==> src/rtl/mux_n_scan.sv <==
// rtl/mux_n_scan.sv - registered N-channel W-bit mux with select latch and auto-scan
//
// Purpose: time-multiplexes CHANNELS sources of WIDTH bits onto one registered
// output. The channel comes either from a direct-load select latch or from an
// auto-scan counter that advances on each enable strobe.
//
// Optional feature: define MUXN_SKIP_MASK_EN to add a per-channel skip mask.
//
// Ports:
//   MasterClock - system clock, rising-edge active
//   reset       - synchronous reset, active-high, highest priority
//   enable      - capture strobe; also advances the scan in scan mode
//   scan        - 1 = auto-scan, 0 = direct select
//   sel_load    - direct mode: load sel_in into the select latch
//   sel_in      - requested channel
//   d           - packed channel data, channel k at d[k*WIDTH +: WIDTH]
//   mask        - (MUXN_SKIP_MASK_EN only) 1 = channel skipped
//   q           - registered selected data
//   q_valid     - q holds a captured value
//   cur_sel     - current select latch
//   wrap        - one-cycle pulse after a scan step wraps to a lower index
module mux_n_scan #(
  parameter  int WIDTH    = 1,
  parameter  int CHANNELS = 4,
  localparam int SEL_W    = $clog2(CHANNELS)
) (
  input  logic                      MasterClock,
  input  logic                      reset,
  input  logic                      enable,
  input  logic                      scan,
  input  logic                      sel_load,
  input  logic [SEL_W-1:0]          sel_in,
  input  logic [CHANNELS*WIDTH-1:0] d,
`ifdef MUXN_SKIP_MASK_EN
  input  logic [CHANNELS-1:0]       mask,
`endif
  output logic [WIDTH-1:0]          q,
  output logic                      q_valid,
  output logic [SEL_W-1:0]          cur_sel,
  output logic                      wrap
);

  // Select codes can exceed CHANNELS-1 for non-power-of-2 counts; pad the
  // lookup tables to the full code space so every index is in range.
  localparam int SLOTS = 1 << SEL_W;

  logic [WIDTH-1:0] chan [SLOTS];
  logic [WIDTH-1:0] chan_sel;
  logic [SEL_W-1:0] step_sel;
  logic             step_wrap;
  logic             load_ok;
  logic             cap_ok;

  always_comb begin
    for (int k = 0; k < SLOTS; k++) chan[k] = '0;
    for (int k = 0; k < CHANNELS; k++) chan[k] = d[k*WIDTH +: WIDTH];
  end

  assign chan_sel = chan[cur_sel];

`ifdef MUXN_SKIP_MASK_EN
  logic [SLOTS-1:0] mask_ext;
  logic             found;
  int               idx;

  // Unused codes read as masked so an out-of-range load is also rejected.
  always_comb begin
    mask_ext                 = '1;
    mask_ext[CHANNELS-1:0]   = mask;
  end

  // Search forward circularly for the next unmasked channel. Searching a full
  // CHANNELS steps lets a single unmasked channel return to itself.
  always_comb begin
    step_sel  = cur_sel;
    step_wrap = 1'b0;
    found     = 1'b0;
    idx       = 0;
    for (int i = 1; i <= CHANNELS; i++) begin
      if (!found) begin
        idx = int'(cur_sel) + i;
        if (idx >= CHANNELS) begin
          idx = idx - CHANNELS;
          if (!mask_ext[idx]) begin
            found     = 1'b1;
            step_sel  = idx[SEL_W-1:0];
            step_wrap = 1'b1;
          end
        end else if (!mask_ext[idx]) begin
          found    = 1'b1;
          step_sel = idx[SEL_W-1:0];
        end
      end
    end
  end

  assign load_ok = (int'(sel_in) < CHANNELS) && !mask_ext[sel_in];
  assign cap_ok  = !mask_ext[cur_sel];
`else
  // Explicit compare so non-power-of-2 counts wrap at CHANNELS-1.
  always_comb begin
    step_wrap = (int'(cur_sel) == CHANNELS - 1);
    step_sel  = step_wrap ? '0 : cur_sel + SEL_W'(1);
  end

  assign load_ok = (int'(sel_in) < CHANNELS);
  assign cap_ok  = 1'b1;
`endif

  always_ff @(posedge MasterClock) begin
    if (reset) begin
      q       <= '0;
      q_valid <= 1'b0;
      cur_sel <= '0;
      wrap    <= 1'b0;
    end else begin
      wrap <= 1'b0;
      // Scan mode ignores sel_load entirely, so scan wins when both are active.
      if (scan) begin
        if (enable) begin
          cur_sel <= step_sel;
          wrap    <= step_wrap;
        end
      end else if (sel_load && load_ok) begin
        cur_sel <= sel_in;
      end
      // Capture uses the pre-edge cur_sel.
      if (enable) begin
        if (cap_ok) begin
          q       <= chan_sel;
          q_valid <= 1'b1;
        end else begin
          q_valid <= 1'b0;
        end
      end
    end
  end

endmodule

==> config.mk <==
export PLATFORM = sky130hd
export DESIGN_NAME = mux_n_scan
export DESIGN_NICKNAME = d
export VERILOG_FILES = /design/src/rtl/mux_n_scan.sv
export SDC_FILE = /design/constraint.sdc
export NUM_CORES = 1
export LEC_CHECK = 0
export CORE_AREA = 2 2 39 41
export DETAILED_ROUTE_END_ITERATION = 10
export DIE_AREA = 0 0 41 43
export DONT_BUFFER_PORTS = 1
export PLACE_DENSITY = 0.33
export SLEW_MARGIN = 5
export SYNTH_ARGS = -nofsm -noshare
export SYNTH_HDL_FRONTEND = slang
export SYNTH_SLANG_ARGS = --single-unit
==> constraint.sdc <==
create_clock -name MasterClock -period 1.31 [get_ports MasterClock]
set_input_delay 0.262 -clock MasterClock [delete_from_list [all_inputs] [get_ports MasterClock]]
set_output_delay 0.262 -clock MasterClock [all_outputs]
set_load 0.01 [all_outputs]
== After elaboration in Yosys (flattened, before gate mapping) ==
Cells that the tools add are included.

* Order comparisons: 1
* Bitwise gates (word level): 3
* Add/sub/neg operators: 1
* Multiplexer cells: 7
* Reductions and logical operators: 3
* Equality and inequality tests: 2

{| class="wikitable"
|+ Operators by type and width
! cell !! number
|-
| 2-bit 2-to-1 mux || 4
|-
| 3-bit greater-or-equal comparator, second input constant || 1
|-
| 2-bit NOT with 3-bit output || 1
|-
| 3-bit OR reduction || 1
|-
| 2-bit by 1-bit adder with 2-bit output, second input constant || 1
|-
| 1-bit binary-select mux with 2-bit select || 1
|-
| 2-bit by 1-bit equality test with 1-bit output, second input constant || 1
|-
| 1-bit 2-to-1 mux || 2
|-
| 2-bit inequality test, second input constant || 1
|-
| 1-bit NOT || 2
|-
| 2-bit AND reduction || 1
|-
| 2-bit nonzero test || 1
|}

* Register bits after elaboration: 5
* Output and inout port bits: 5
* Bits of input ports: 11

== Longest topological paths before layout ==
Gate-level depths: netlist of the first run.

* Depth in word-level cells: 4
* Depth in mapped cells: 3
* Mapped depth without buffers: 3

== Worst setup path after synthesis of the first run ==
No wires, ideal clock.

* Path type: flip-flop to flip-flop
* From: register cur_sel[0]
* To: register q
* Arrival: 1.106 ns
* Setup slack: 0.089 ns
* Buffers on the path: 0
* Cell stages (with the launch flop): 4
* Required time: 1.196 ns
* Clock period less this slack: 1.221 ns
* Cell sequence: dfxtp_1 -> mux4_2 -> mux2i_1 -> nor2_1

* Longest elaborated chain between the ends: 4

{| class="wikitable"
|+ RTL lines
! item !! line !! source
|-
| start, declared || 39 || <nowiki>output logic [SEL_W-1:0] cur_sel,</nowiki>
|-
| start signal, assigned || 121 || <nowiki>cur_sel <= step_sel;</nowiki>
|-
| start signal, assigned || 125 || <nowiki>cur_sel <= sel_in;</nowiki>
|-
| 2-bit NOT with 3-bit output (implied by the code) || 59 || <nowiki>assign chan_sel = chan[cur_sel];</nowiki>
|-
| 1-bit binary-select mux with 2-bit select || 59 ||
|-
| 1-bit 2-to-1 mux (implied by the code) (2 in a row) || 59 ||
|-
| end signal, assigned || 130 || <nowiki>q <= chan_sel;</nowiki>
|-
| end, declared || 37 || <nowiki>output logic [WIDTH-1:0] q,</nowiki>
|}

No other way between the ends. The select of a mux whose other input is x is not followed.
A chain may end at the register's enable or synchronous reset.

== Worst setup path in the final report of the first run ==
Ends and elaborated chain as after synthesis.

==> results.toml, run 1 <==
[outcome]
status = "finished clean"

[layout]
n_antenna_cell = 0
nets = 40
layout.cells.non_filler = 43
drive_gt1_share_pct = 22.22
syn2layout_area_growth_pct = 23.63
design_area_sq_um = 281.5
fillCellCount = 153

[grt]
grt_pass1_vias = 198
grt_util_all_layers_pct = 7.129
grt_max_degree = 6
antenna_found_initial = 0
grt_pass1_wl_um = 745
overflow = 0

[placed_design]
pre_cts_ws_ns = 0.1251
place_area_sq_um = 255.2
dp_cells = 39
numPortBuffers = 0
dpl.hpwl_um = 433.3
place.gp.congestion = 0.6108

[logic_synthesis]
synth_edf_count = 0
synth_top_cell_by_area = "dfxtp_1"
avgSynthCellArea_sq_um = 10.35
ys_warn_count = 0
syn_inst = 22
yosysTopAreaCellShare_pct = 43.96
seq_area_frac_synth_pct = 43.96
synth_area_sq_um = 227.7
synth_seq_cells = 5
yosysMostFrequentCell = "dfxtp_1"
yosysUniqueCellTypes = 13
netlist_top_cells_area = "dfxtp_1 44%, mux4_2 9.9%, a2111oi_2 6.6%, nor2_1 6.6%, nor3b_1 6.6%"
yosys-top-cells-count = "5 x dfxtp_1, 4 x nor2_1, 2 x nand2_1, 2 x nor3b_1"
syn_nets = 34
ys_async_sr_fraction_pct = 0
synthFlopType = "dfxtp_1"

[sta]
finalClockSkew_ns = 0.0004640
holdWs_ns = 0.08253
rsz0062_at_grt = "false"
post-route-period-util_pct = 90.05
period_needed_ns = 1.180
slew_violations = 0
final.setup.worst_slack_ns = 0.1304
timing_hold_violations_final = 0
slew_headroom_pct = 81.97
finalSetupTns_ns = 0
setup_viol = 0
fmax_ghz = 0.8477
worst-slew-pin-transition_ns = 0.2700

[worst_setup_path]
r2r_cells = 3
cp.arrival_ns = 1.31
ff2ff_setup_slack_ns = 0.13
timing.rr.start = "cur_sel[0]"
crit_type = "flop to flop"
crit_required_ns = 1.45
cp_max_fo = 3
cp-end-kind = "flop"
r2r-end = "q"
cp-start-kind = "flop"

[pwr]
power.leakage_nw = 0.1106
power_density_nw_per_um2 = 1402
max-vdd-ir-drop_uv = 330.6

[hold_path]
hold_depth = 1
min_delay_worst_endpoint = "cur_sel[1]"
hp-start = "reset"
min_path_type = "input pin to flop"

[routing]
postRouteAntennaNets = 0
num_vias = 184
vias_per_cell = 4.279
drtIter0Drc = 4
drt_wl_total_um = 498
wl_per_cell_um = 11.58
remaining_drc_errors = 0
first_pass_iters = 3

[floorplan]
die_h_um = 43
initial_utilization_pct = 16.46
dieArea_sq_um = 1763
ios = 16
die_w_um = 41
core_area_sq_um = 1384
rows = 14

[clocking]
htree_levels = 1
cts_tree = "yes"
clkTransAtPathRegs_ns = 0.04
clockRootBuffer = "clkbuf_4"
cts_max_path_buffers = 2
cts_buffers = 3
cts.sink_count = 5
ctsHoldBuffers = 0
cts.repair.resized = 0
clk_latency_ns = 0.24
cts_post_setup_buffers_inserted = 0

[run]
max_cap_violations = 0
## cells in the final DEF (no fill, tap or decap), drive strengths merged
cell type | Yosys | layout
a2111oi | 1 | 1
a31oi | 1 | 1
buf | 0 | 1
clkbuf | 0 | 4
dfxtp | 5 | 5
ha | 1 | 1
inv | 1 | 1
mux2i | 1 | 1
mux4 | 1 | 1
nand2 | 2 | 2
nand3b | 1 | 1
nor2 | 4 | 4
nor2b | 1 | 1
nor3b | 2 | 2
or2 | 1 | 1
## per-stage QoR
stage	utilization (%)	power [W]
2_1_floorplan	-	0.0002097
3_3_place_gp	18.44	0.0002194
3_5_place_dp	18.44	0.0002201
4_1_cts	20.34	0.0004035
5_1_grt	20.34	0.0004144
6_report	20.34	0.0003948
## layout make-up
type	count	area (sq um)	area share, %
timing repair buffer	1	7.507	2.667
sequential	5	100.1	35.56
clock buffer	4	26.28	9.333
inverter	1	3.754	1.333
multi-input combinational	16	123.9	44.00
tap	16	20.02	7.111
## layer usage
metal	track usage, %	routed length (um)	up-vias
met3	9.424	61	0
met2	9.375	243	11
met5	0	0	-
li1	-	-	88
met4	2.000	0	0
met1	6.431	193	85
## power by group
part           switching (W)  internal, W
Sequential         0.0000127     0.000163
Combinational      0.0000171    0.0000236
Clock              0.0000630     0.000115
Total              0.0000927     0.000302
## registers in the layout (all words and copies together), names as in the netlist
signal and flops:
q 1, q_valid 1, wrap 1, cur_sel 2
## how the worst max path moves through the flow
stage                     from  endpoint  slack, ns  cells after the start
floorplan           cur_sel[0]         q       0.09                      3
global placement    cur_sel[0]         q       0.15                      3
detailed placement  cur_sel[0]         q       0.13                      3
CTS                 cur_sel[0]         q       0.12                      3
global route        cur_sel[0]         q       0.09                      3
finish              cur_sel[0]         q       0.13                      3
## worst max-delay path, cell delays in order (launching register included)
cell and delay [ns]:
dfxtp_1 0.37, mux4_2 0.51, mux2i_1 0.14, nor2_1 0.05
## cells by family after synthesis
logic type	synth area share (%)
AOI/OAI and AO/OA	9.340
adders and majority gates	5.494
buffers and inverters	1.647
DFF	43.96
muxes	14.29
and+or+nand+nor	25.28
No activity file was read; power rests on OpenSTA's default activity.
==> run 2, diff against run 1 <==
Settings changed: GPL_TIMING_DRIVEN set to 0.
==> results.toml, run 2 (synthesis gave the netlist of run 1 again) <==
[sta]
slew_headroom_pct = 81.68
worst-slew-pin-transition_ns = 0.2742
holdWs_ns = 0.07955
period_needed_ns = 1.194
timing_hold_violations_final = 0
rsz0062_at_grt = "false"
final.setup.worst_slack_ns = 0.1163
finalClockSkew_ns = 0.004767
fmax_ghz = 0.8377
finalSetupTns_ns = 0
slew_violations = 0
setup_viol = 0
post-route-period-util_pct = 91.12

[routing]
postRouteAntennaNets = 0
remaining_drc_errors = 0
drtIter0Drc = 3
first_pass_iters = 2
wl_per_cell_um = 11.83
vias_per_cell = 4.333
num_vias = 182
drt_wl_total_um = 497

[worst_setup_path]
path_buf_inv = 0
timing.rr.start = "cur_sel[0]"
slowest_delay_ns = 0.51
cp-end-kind = "flop"
cp_max_fo = 5
ff2ff_setup_slack_ns = 0.12
slowest_stage = "mux4_2"
r2r-end = "q"
crit_path_cell_trace = "mux4_2, mux2i_1, nor2_1"
cp_top_family = "multiplexers"
crit_required_ns = 1.45
r2r_cells = 3
crit_type = "flop to flop"
cp.arrival_ns = 1.33
cp-start-kind = "flop"

[layout]
fin_util_pct = 19.89
n_antenna_cell = 0
multi_input_area_sq_um = 123.9
nets = 39
syn2layout_area_growth_pct = 20.88
drive_gt1_share_pct = 23.08
ff_latch_area_sq_um = 101.3
final_cell_mix = "4 x nor2_1, 4 x dfxtp_1, 3 x clkbuf_4, 2 x nand2_1, 2 x nor3b_1"
fillCellCount = 156
top_register = "cur_sel"
largest_register_ff_count = 2

[grt]
antenna_found_initial = 0
overflow = 0
grt_pass1_wl_um = 745
grt_pass1_vias = 193
grt_max_degree = 6
grt_util_all_layers_pct = 7.157

[clocking]
clk_latency_ns = 0.24
cts_max_path_buffers = 2
cts_tree = "yes"
cts.sink_count = 5
htree_levels = 1
clockRootBuffer = "clkbuf_4"
cts_buffers = 3
clkTransAtPathRegs_ns = 0.05

[hold_path]
hold_depth = 1
min_path_type = "input pin to flop"
hp-start = "reset"
min_delay_worst_endpoint = "cur_sel[0]"

[pwr]
power.leakage_nw = 0.1057
internal-power_w = 0.0002994
max-vdd-ir-drop_uv = 340.8
swShare_pct = 23.79
power_density_nw_per_um2 = 1427
clkPwrFrac_pct = 45.8
power_frac_comb_pct = 8.6
p_switching_w = 0.00009346
p_seq_share_pct = 45.7

[floorplan]
ios = 16
core_area_sq_um = 1384
rows = 14
initial_utilization_pct = 16.46
die_w_um = 41
die_h_um = 43
dieArea_sq_um = 1763

[run]
max_cap_violations = 0

[placed_design]
place.gp.congestion = 0.6329
pre_cts_ws_ns = -0.0006365
numPortBuffers = 0

[outcome]
status = "finished clean"
## run 2: how the worst max path moves through the flow
stage / cells past startpoint / slack [ns] / end / startpoint
3_3_place_gp: 3 / 0.02 / q / cur_sel[0]
6_report: 3 / 0.12 / q / cur_sel[0]
3_5_place_dp: 3 / -0.0006 / q / cur_sel[0]
4_1_cts: 3 / 0.003 / q / cur_sel[0]
2_1_floorplan: 3 / 0.09 / q / cur_sel[0]
5_1_grt: 3 / 0.08 / q / cur_sel[0]
## run 2: layout make-up
cell class	instances	area share [%]
clock buffer	4	9.545
sequential	5	36.82
multi-input combinational	16	45.00
tap	16	7.273
inverter	1	1.364
## run 2: power by group through the flow
| stage | combinational (W) | sequential [W] | clock [W] |
|---|---|---|---|
| 6_report | 0.0000336 | 0.000179 | 0.000180 |
| 5_1_grt | 0.0000385 | 0.000181 | 0.000200 |
| 4_1_cts | 0.0000342 | 0.000179 | 0.000188 |
| 3_5_place_dp | 0.0000340 | 0.000182 | 0 |
| 3_3_place_gp | 0.0000339 | 0.000182 | 0 |
| 2_1_floorplan | 0.0000309 | 0.000179 | 0 |
## run 2: per-stage QoR
| stage | total power [W] | area (sq um) | instances |
|---|---|---|---|
| finish | 0.0003929 | 275.3 | 42 |
| CTS | 0.0004013 | 274.0 | 42 |
| global route | 0.0004193 | 275.3 | 42 |
| global placement | 0.0002154 | 247.7 | 38 |
| detailed placement | 0.0002164 | 247.7 | 38 |
| floorplan | 0.0002097 | 227.7 | 22 |
## run 2: timing repair
| action | 4_1_cts | 5_1_grt |
|---|---|---|
| setup endpoints to repair | 0 | 1 |
| resized for setup | 0 | 1 |
| setup buffers | 0 | 0 |
| hold buffers | 0 | 0 |
## run 2: metal layers
metal	GRT usage [%]	vias to the layer above	wire (um)
met2	8.438	13	237
li1	-	86	-
met3	9.424	0	84
met1	7.492	83	175
met5	0	-	0
met4	2.000	0	0
